## src/rtl/kb_param_ctrl_if.sv

```systemverilog
// Bus bundle for kb_param_ctrl: keyboard FIFO read side plus the DSP parameter-bank write port.
// master = controller, slave = environment (FIFO + parameter bank).
interface kb_param_ctrl_if #(
  parameter int DIGITS = 4,
  parameter int NSLOT  = 4
);
  logic                     kb_buf_empty;
  logic [7:0]               key_code;
  logic                     rd_key_code;
  logic                     cfg_wr;
  logic                     cfg_ack;
  logic [$clog2(NSLOT)-1:0] cfg_addr;
  logic [4*DIGITS-1:0]      cfg_data;

  modport master (
    input  kb_buf_empty, key_code, cfg_ack,
    output rd_key_code, cfg_wr, cfg_addr, cfg_data
  );

  modport slave (
    output kb_buf_empty, key_code, cfg_ack,
    input  rd_key_code, cfg_wr, cfg_addr, cfg_data
  );
endinterface

```

## src/rtl/kb_param_ctrl.sv

```systemverilog
// Keypad entry controller: collects decimal digits from a PS/2 FIFO and commits them
// as packed BCD to one of NSLOT parameter-bank slots. NSLOT must be a power of 2, >= 2.
//
//   state  | meaning
//   IDLE   | wait for a key in the FIFO; apply pending slot advance
//   POP    | rd_key_code strobe, key already latched
//   DECODE | act on the latched key
//   WRITE  | hold cfg_wr/cfg_addr/cfg_data until cfg_ack
module kb_param_ctrl #(
  parameter int DIGITS = 4,
  parameter int NSLOT  = 4
) (
  input  logic                     clk,
  input  logic                     reset,
  kb_param_ctrl_if.master          bus,
  input  logic                     next_key,
  output logic [4*DIGITS-1:0]      entry_bcd,
  output logic [$clog2(DIGITS):0]  digit_cnt,
  output logic                     busy,
  output logic                     err
);
  localparam int AW = $clog2(NSLOT);
  localparam int CW = $clog2(DIGITS) + 1;
  localparam int EW = 4 * DIGITS;

  localparam logic [7:0] K_BKSP  = 8'h66;
  localparam logic [7:0] K_ESC   = 8'h76;
  localparam logic [7:0] K_ENTER = 8'h5A;

  typedef enum logic [1:0] {IDLE, POP, DECODE, WRITE} state_t;

  state_t        state_q;
  logic [7:0]    key_q;
  logic [AW-1:0] slot_q;
  logic [AW-1:0] cfg_addr_q;
  logic [EW-1:0] entry_q;
  logic [EW-1:0] cfg_data_q;
  logic [CW-1:0] cnt_q;
  logic          pend_q;
  logic          rd_q;
  logic          wr_q;
  logic          err_q;

  logic          adv_d;
  logic [AW-1:0] slot_inc_d;
  logic          dig_vld_d;
  logic [3:0]    dig_d;

  always_comb begin
    adv_d      = next_key | pend_q;
    slot_inc_d = slot_q + AW'(1);
    dig_vld_d  = 1'b1;
    dig_d      = 4'd0;
    case (key_q)
      8'h45:   dig_d = 4'd0;
      8'h16:   dig_d = 4'd1;
      8'h1E:   dig_d = 4'd2;
      8'h26:   dig_d = 4'd3;
      8'h25:   dig_d = 4'd4;
      8'h2E:   dig_d = 4'd5;
      8'h36:   dig_d = 4'd6;
      8'h3D:   dig_d = 4'd7;
      8'h3E:   dig_d = 4'd8;
      8'h46:   dig_d = 4'd9;
      default: dig_vld_d = 1'b0;
    endcase
  end

  always_ff @(posedge clk or negedge reset) begin
    if (!reset) begin
      state_q    <= IDLE;
      key_q      <= '0;
      slot_q     <= '0;
      cfg_addr_q <= '0;
      entry_q    <= '0;
      cfg_data_q <= '0;
      cnt_q      <= '0;
      pend_q     <= 1'b0;
      rd_q       <= 1'b0;
      wr_q       <= 1'b0;
      err_q      <= 1'b0;
    end else begin
      rd_q  <= 1'b0;
      err_q <= 1'b0;
      case (state_q)
        IDLE: begin
          // pend_q only survives into the first IDLE cycle after WRITE
          if (adv_d) begin
            slot_q     <= slot_inc_d;
            cfg_addr_q <= slot_inc_d;
            entry_q    <= '0;
            cnt_q      <= '0;
            pend_q     <= 1'b0;
          end
          if (!bus.kb_buf_empty) begin
            key_q   <= bus.key_code;
            rd_q    <= 1'b1;
            state_q <= POP;
          end
        end
        POP: begin
          if (adv_d) begin
            slot_q     <= slot_inc_d;
            cfg_addr_q <= slot_inc_d;
            entry_q    <= '0;
            cnt_q      <= '0;
          end
          state_q <= DECODE;
        end
        DECODE: begin
          state_q <= IDLE;
          if (adv_d) begin
            slot_q  <= slot_inc_d;
            entry_q <= '0;
            cnt_q   <= '0;
          end
          if (key_q == K_ENTER) begin
            if (cnt_q != '0) begin
              // commit targets the slot as it was before any coincident advance
              cfg_data_q <= entry_q;
              cfg_addr_q <= slot_q;
              wr_q       <= 1'b1;
              entry_q    <= '0;
              cnt_q      <= '0;
              state_q    <= WRITE;
            end else begin
              err_q <= 1'b1;
              if (adv_d) cfg_addr_q <= slot_inc_d;
            end
          end else if (adv_d) begin
            cfg_addr_q <= slot_inc_d;
          end else if (dig_vld_d) begin
            if (cnt_q < CW'(DIGITS)) begin
              entry_q <= {entry_q[EW-5:0], dig_d};
              cnt_q   <= cnt_q + CW'(1);
            end else begin
              err_q <= 1'b1;
            end
          end else if (key_q == K_BKSP) begin
            if (cnt_q != '0) begin
              entry_q <= {4'h0, entry_q[EW-1:4]};
              cnt_q   <= cnt_q - CW'(1);
            end
          end else if (key_q == K_ESC) begin
            entry_q <= '0;
            cnt_q   <= '0;
          end else begin
            err_q <= 1'b1;
          end
        end
        WRITE: begin
          if (next_key) pend_q <= 1'b1;
          if (bus.cfg_ack) begin
            wr_q       <= 1'b0;
            cfg_addr_q <= slot_q;
            state_q    <= IDLE;
          end
        end
        default: state_q <= IDLE;
      endcase
    end
  end

  assign bus.rd_key_code = rd_q;
  assign bus.cfg_wr      = wr_q;
  assign bus.cfg_addr    = cfg_addr_q;
  assign bus.cfg_data    = cfg_data_q;
  assign entry_bcd       = entry_q;
  assign digit_cnt       = cnt_q;
  assign busy            = (state_q != IDLE);
  assign err             = err_q;
endmodule

```

## src/flat_wrapper.sv

```systemverilog
// flat-port wrapper written by rule: the top's interface ports become plain ports
module kb_param_ctrl_flat 
#(
  parameter int DIGITS = 4,
  parameter int NSLOT  = 4
)
  (clk, reset, next_key, entry_bcd, digit_cnt, busy, err, bus_kb_buf_empty, bus_key_code, bus_cfg_ack, bus_rd_key_code, bus_cfg_wr, bus_cfg_addr, bus_cfg_data);
  kb_param_ctrl_if #(.DIGITS(DIGITS), .NSLOT(NSLOT)) bus_i ();
  input  logic clk;
  input  logic reset;
  input  logic next_key;
  output logic [4*DIGITS-1:0] entry_bcd;
  output logic [$clog2(DIGITS):0] digit_cnt;
  output logic busy;
  output logic err;
  input wire logic [$bits(bus_i.kb_buf_empty)-1:0] bus_kb_buf_empty;
  input wire logic [$bits(bus_i.key_code)-1:0] bus_key_code;
  input wire logic [$bits(bus_i.cfg_ack)-1:0] bus_cfg_ack;
  output wire logic [$bits(bus_i.rd_key_code)-1:0] bus_rd_key_code;
  output wire logic [$bits(bus_i.cfg_wr)-1:0] bus_cfg_wr;
  output wire logic [$bits(bus_i.cfg_addr)-1:0] bus_cfg_addr;
  output wire logic [$bits(bus_i.cfg_data)-1:0] bus_cfg_data;
  assign bus_i.kb_buf_empty = bus_kb_buf_empty;
  assign bus_i.key_code = bus_key_code;
  assign bus_i.cfg_ack = bus_cfg_ack;
  assign bus_rd_key_code = bus_i.rd_key_code;
  assign bus_cfg_wr = bus_i.cfg_wr;
  assign bus_cfg_addr = bus_i.cfg_addr;
  assign bus_cfg_data = bus_i.cfg_data;
  kb_param_ctrl #(.DIGITS(DIGITS), .NSLOT(NSLOT)) u_core (.clk(clk), .reset(reset), .bus(bus_i), .next_key(next_key), .entry_bcd(entry_bcd), .digit_cnt(digit_cnt), .busy(busy), .err(err));
endmodule
```

## config.mk

```make
export PLATFORM = sky130hd
export DESIGN_NAME = kb_param_ctrl_flat
export DESIGN_NICKNAME = d
export VERILOG_FILES = /design/src/rtl/kb_param_ctrl_if.sv /design/src/rtl/kb_param_ctrl.sv /design/src/flat_wrapper.sv
export SDC_FILE = /design/constraint.sdc
export NUM_CORES = 1
export LEC_CHECK = 0
export CAP_MARGIN = 20
export CORE_UTILIZATION = 36
export CTS_BUF_LIST = sky130_fd_sc_hd__clkbuf_16
export DETAILED_ROUTE_END_ITERATION = 7
export GPL_TIMING_DRIVEN = 0
export PLACE_DENSITY = 0.6
export SYNTH_ARGS = -nofsm -noshare
export SYNTH_HDL_FRONTEND = slang
export SYNTH_SLANG_ARGS = --single-unit
```

## constraint.sdc

```tcl
create_clock -name clk -period 2.7 [get_ports clk]
set_clock_uncertainty 0.1 [all_clocks]
set_input_delay 0.54 -clock clk [delete_from_list [all_inputs] [get_ports clk]]
set_output_delay 0.54 -clock clk [all_outputs]
set_load 0.01 [all_outputs]
```

==> flow_metrics.env <==
export IMPL_required_ns=2.83
export IMPL_die_h_um=91.9
export IMPL_max_vdd_ir_drop_mv=0.303
export IMPL_finish_instance_area_mm2=0.00374
export IMPL_synth_top_area_cell="dfrtp_1"
export IMPL_gp_congestion=0.879
export IMPL_grt_ovfl_total=0
export IMPL_h_tree_depth=2
export IMPL_final_util=0.481
export IMPL_clk_pin_slew_worst_paths_ns=0.07
export IMPL_clkSinkCount=53
export IMPL_grt_pass1_vias=2424
export IMPL_antenna_cells=0
export IMPL_synth_seq_cells=53
export IMPL_end_kind="flop"
export IMPL_maxCapViolations=0
export IMPL_avgSynthCellArea_um2=10.0
export IMPL_nets=367
export IMPL_antenna_found_initial=0
export IMPL_port_buffers=53
export IMPL_cts_root_buf="clkbuf_16"
export IMPL_synthCells=290
export IMPL_dr_pass1_iters=5
export IMPL_ant_nets=0
export IMPL_area_growth_pct=28.4
export IMPL_post_place_ws_ns=-0.147
export IMPL_synth_top_area_frac=0.456
export IMPL_numCtsBuffers=5
export IMPL_viasPerCell=5.55
export IMPL_critPathMaxFanout=10
export IMPL_wl_per_cell_um=16.2
export IMPL_core_area_mm2=0.00777
export IMPL_dpl_cell_count=446
export IMPL_hpwlAfterDp_um=5290
export IMPL_setup_violations=0
export IMPL_vias=2520
export IMPL_holdBufCountCts=0
export IMPL_max_freq_ghz=0.410
export IMPL_r2r_start="u_core.key_q[3]$_DFFE_PN0P_"
export IMPL_muxShareOfSynthArea=0.0757
export IMPL_finalWorstSetupSlack_ns=0.261
export IMPL_synth_compound_area_share=0.232
export IMPL_status="completed"
export IMPL_min_path_type="in2async"
export IMPL_yosysWarnings=0
export IMPL_synth_cell_types=53
export IMPL_relSlewSlack=0.501
export IMPL_p_per_area_mw_per_mm2=731
export IMPL_die_w_um=91.9
export IMPL_finalHoldViolations=0
export IMPL_crit_path_start="next_key"
export IMPL_rsz0062_at_grt="false"
export IMPL_arrival_ns=2.57
export IMPL_synth_ff_type="dfrtp_1"
export IMPL_syn_area_mm2=0.00291
export IMPL_row_count=32
export IMPL_io_pins=54
export IMPL_drt_iter0_drc=165
export IMPL_synth_top_family_by_area="compound AO/OA/AOI/OAI gates"
export IMPL_yosys_area_share_simple=0.154
export IMPL_synth_adder_area_share=0.0129
export IMPL_synthTopCellsByArea="dfrtp_1 (46%), mux2_2 (6.2%), a221o_1 (3.8%)"
export IMPL_p_leak_nw=1.55
export IMPL_routed_wl_um=7330
export IMPL_synth_seq_area_share=0.456
export IMPL_slew_violations=0
export IMPL_min_period_ns=2.44
export IMPL_clk_path_buf_depth=2
export IMPL_syn_nets=306
export IMPL_worstMarginPinSlew_ns=0.745
export IMPL_drive_gt1_frac=0.122
export IMPL_critPathKind="in2reg"
export IMPL_synthXorXnorAreaFrac=0.0151
export IMPL_worst_setup_path_start_kind="primary input"
export IMPL_async_flop_share=1.00
export IMPL_synth_edf_count=0
export IMPL_initial_core_util=0.375
export IMPL_track_usage=0.184
export IMPL_post_cts_buffers=0
export IMPL_grt_max_degree=31
export IMPL_drc=0
export IMPL_finalNonFillerCells=454
export IMPL_grt_pass1_wl_um=12400
export IMPL_clk_latency_ns=0.29
export IMPL_cts_tree="built"
export IMPL_fin_crit_sh=0.903
export IMPL_dpl_cell_area_mm2=0.00358
export IMPL_die_area_mm2=0.00844
-- logic make-up (layout without fill, tap and decap cells) --
logic type               count (synthesis)  count (layout)
AO/OA/AOI/OAI                           87              87
XOR/XNOR                                 5               5
adder cells (fa/ha/maj)                  3               3
buffers and inverters                   34              96
flip-flops                              53              53
multiplexers                            20              20
AND/OR/NAND/NOR                         88              88
-- where the power goes --
group / internal, W / leakage [nW] / switching, W
logic: 0.000496 / 0.770 / 0.000558
clock network: 0.000343 / 0.0754 / 0.000295
registers: 0.000920 / 0.708 / 0.000117
-- per-layer routing --
layer / GRT usage / routed length (µm) / up-vias
li1: - / - / 1200
met1: 0.273 / 3560 / 1221
met2: 0.276 / 3300 / 87
met3: 0.0274 / 358 / 12
met4: 0.0521 / 119 / 0
met5: 0 / 0 / -
-- synth_stat cells (all sizes together) (2+ instances only) --
master / n
nor2: 11
dfrtp: 53
xor2: 2
clkbuf: 9
and3: 3
o21a: 3
inv: 12
a32oi: 2
a32o: 11
mux2: 16
a221o: 11
a21boi: 2
nor3: 5
mux2i: 4
a22o: 7
a211o: 2
nor4: 2
xnor2: 3
nor2b: 2
nand3: 18
o211ai: 12
or2: 3
o21ai: 17
and2: 4
a21oi: 9
ha: 3
nand2b: 8
buf: 13
nand2: 27
o32ai: 2
-- repair_timing --
action	4_1_cts	5_1_grt
hold endpoints to repair	0	0
endpoints found under the setup margin	0	6
gates resized for setup	0	1
-- placed cells by master, fill, tap and decap left out, types with 8 or more instances in the layout --
cell             instances
dfrtp_1                 53
mux2_2                  16
nand2b_1                 8
clkdlybuf4s50_1         52
a221o_1                 11
clkbuf_1                 9
a21oi_1                  9
buf_2                    9
a32o_1                  11
o21ai_0                 15
nand3_1                 18
inv_1                   13
nand2_1                 27
o211ai_1                12
nor2_1                  11
-- final timing paths --
check                                                        to  slack [ns]  depth (start not counted)
worst min register to register    u_core.bus.cfg_wr$_DFFE_PN0P_        0.37                          2
max in group asynchronous       u_core.digit_cnt[2]$_DFFE_PN0N_        1.81                          2
min in group clk                  u_core.bus.cfg_wr$_DFFE_PN0P_        0.37                          2
worst max-delay path            u_core.entry_bcd[7]$_DFFE_PN0N_        0.26                          6
worst max register to register  u_core.entry_bcd[7]$_DFFE_PN0N_        0.41                          8
worst min-delay path                u_core.key_q[4]$_DFFE_PN0P_        0.13                          1
-- sequential cells by signal (all words and copies together), names as in the netlist --
signal                  count
u_core.bus.rd_key_code      1
u_core.pend_q               1
u_core.key_q                8
u_core.bus.cfg_addr         2
u_core.entry_bcd           16
u_core.digit_cnt            3
u_core.err                  1
u_core.state_q              2
u_core.bus.cfg_data        16
u_core.slot_q               2
u_core.bus.cfg_wr           1
-- cell type report --
class / instances / area [µm²]
buffer: 22 / 115
clock buffer: 5 / 125
clock inverter: 3 / 17.5
fill: 762 / 4030
inverter: 12 / 45.0
multi-input combinational: 203 / 1430
sequential: 53 / 1330
tap: 102 / 128
timing repair buffer: 54 / 546
-- metrics by stage --
stage                     hold slack (ns)  setup TNS, ns  power (W)
final                               0.135              0    0.00273
after detailed placement            0.363          -1.82    0.00209
after floorplan                     0.144              0    0.00177
after global routing                0.176              0    0.00291
after global placement              0.360         -40.78    0.00207
after CTS                           0.162              0    0.00273
-- worst max-delay path, stage by stage --
cell and delay (ns):
clkdlybuf4s50_1 0.44, or2_0 0.20, buf_2 0.19, a311oi_4 0.49, clkbuf_1 0.47, a32o_1 0.25
No activity file was read; power rests on OpenSTA's default activity.
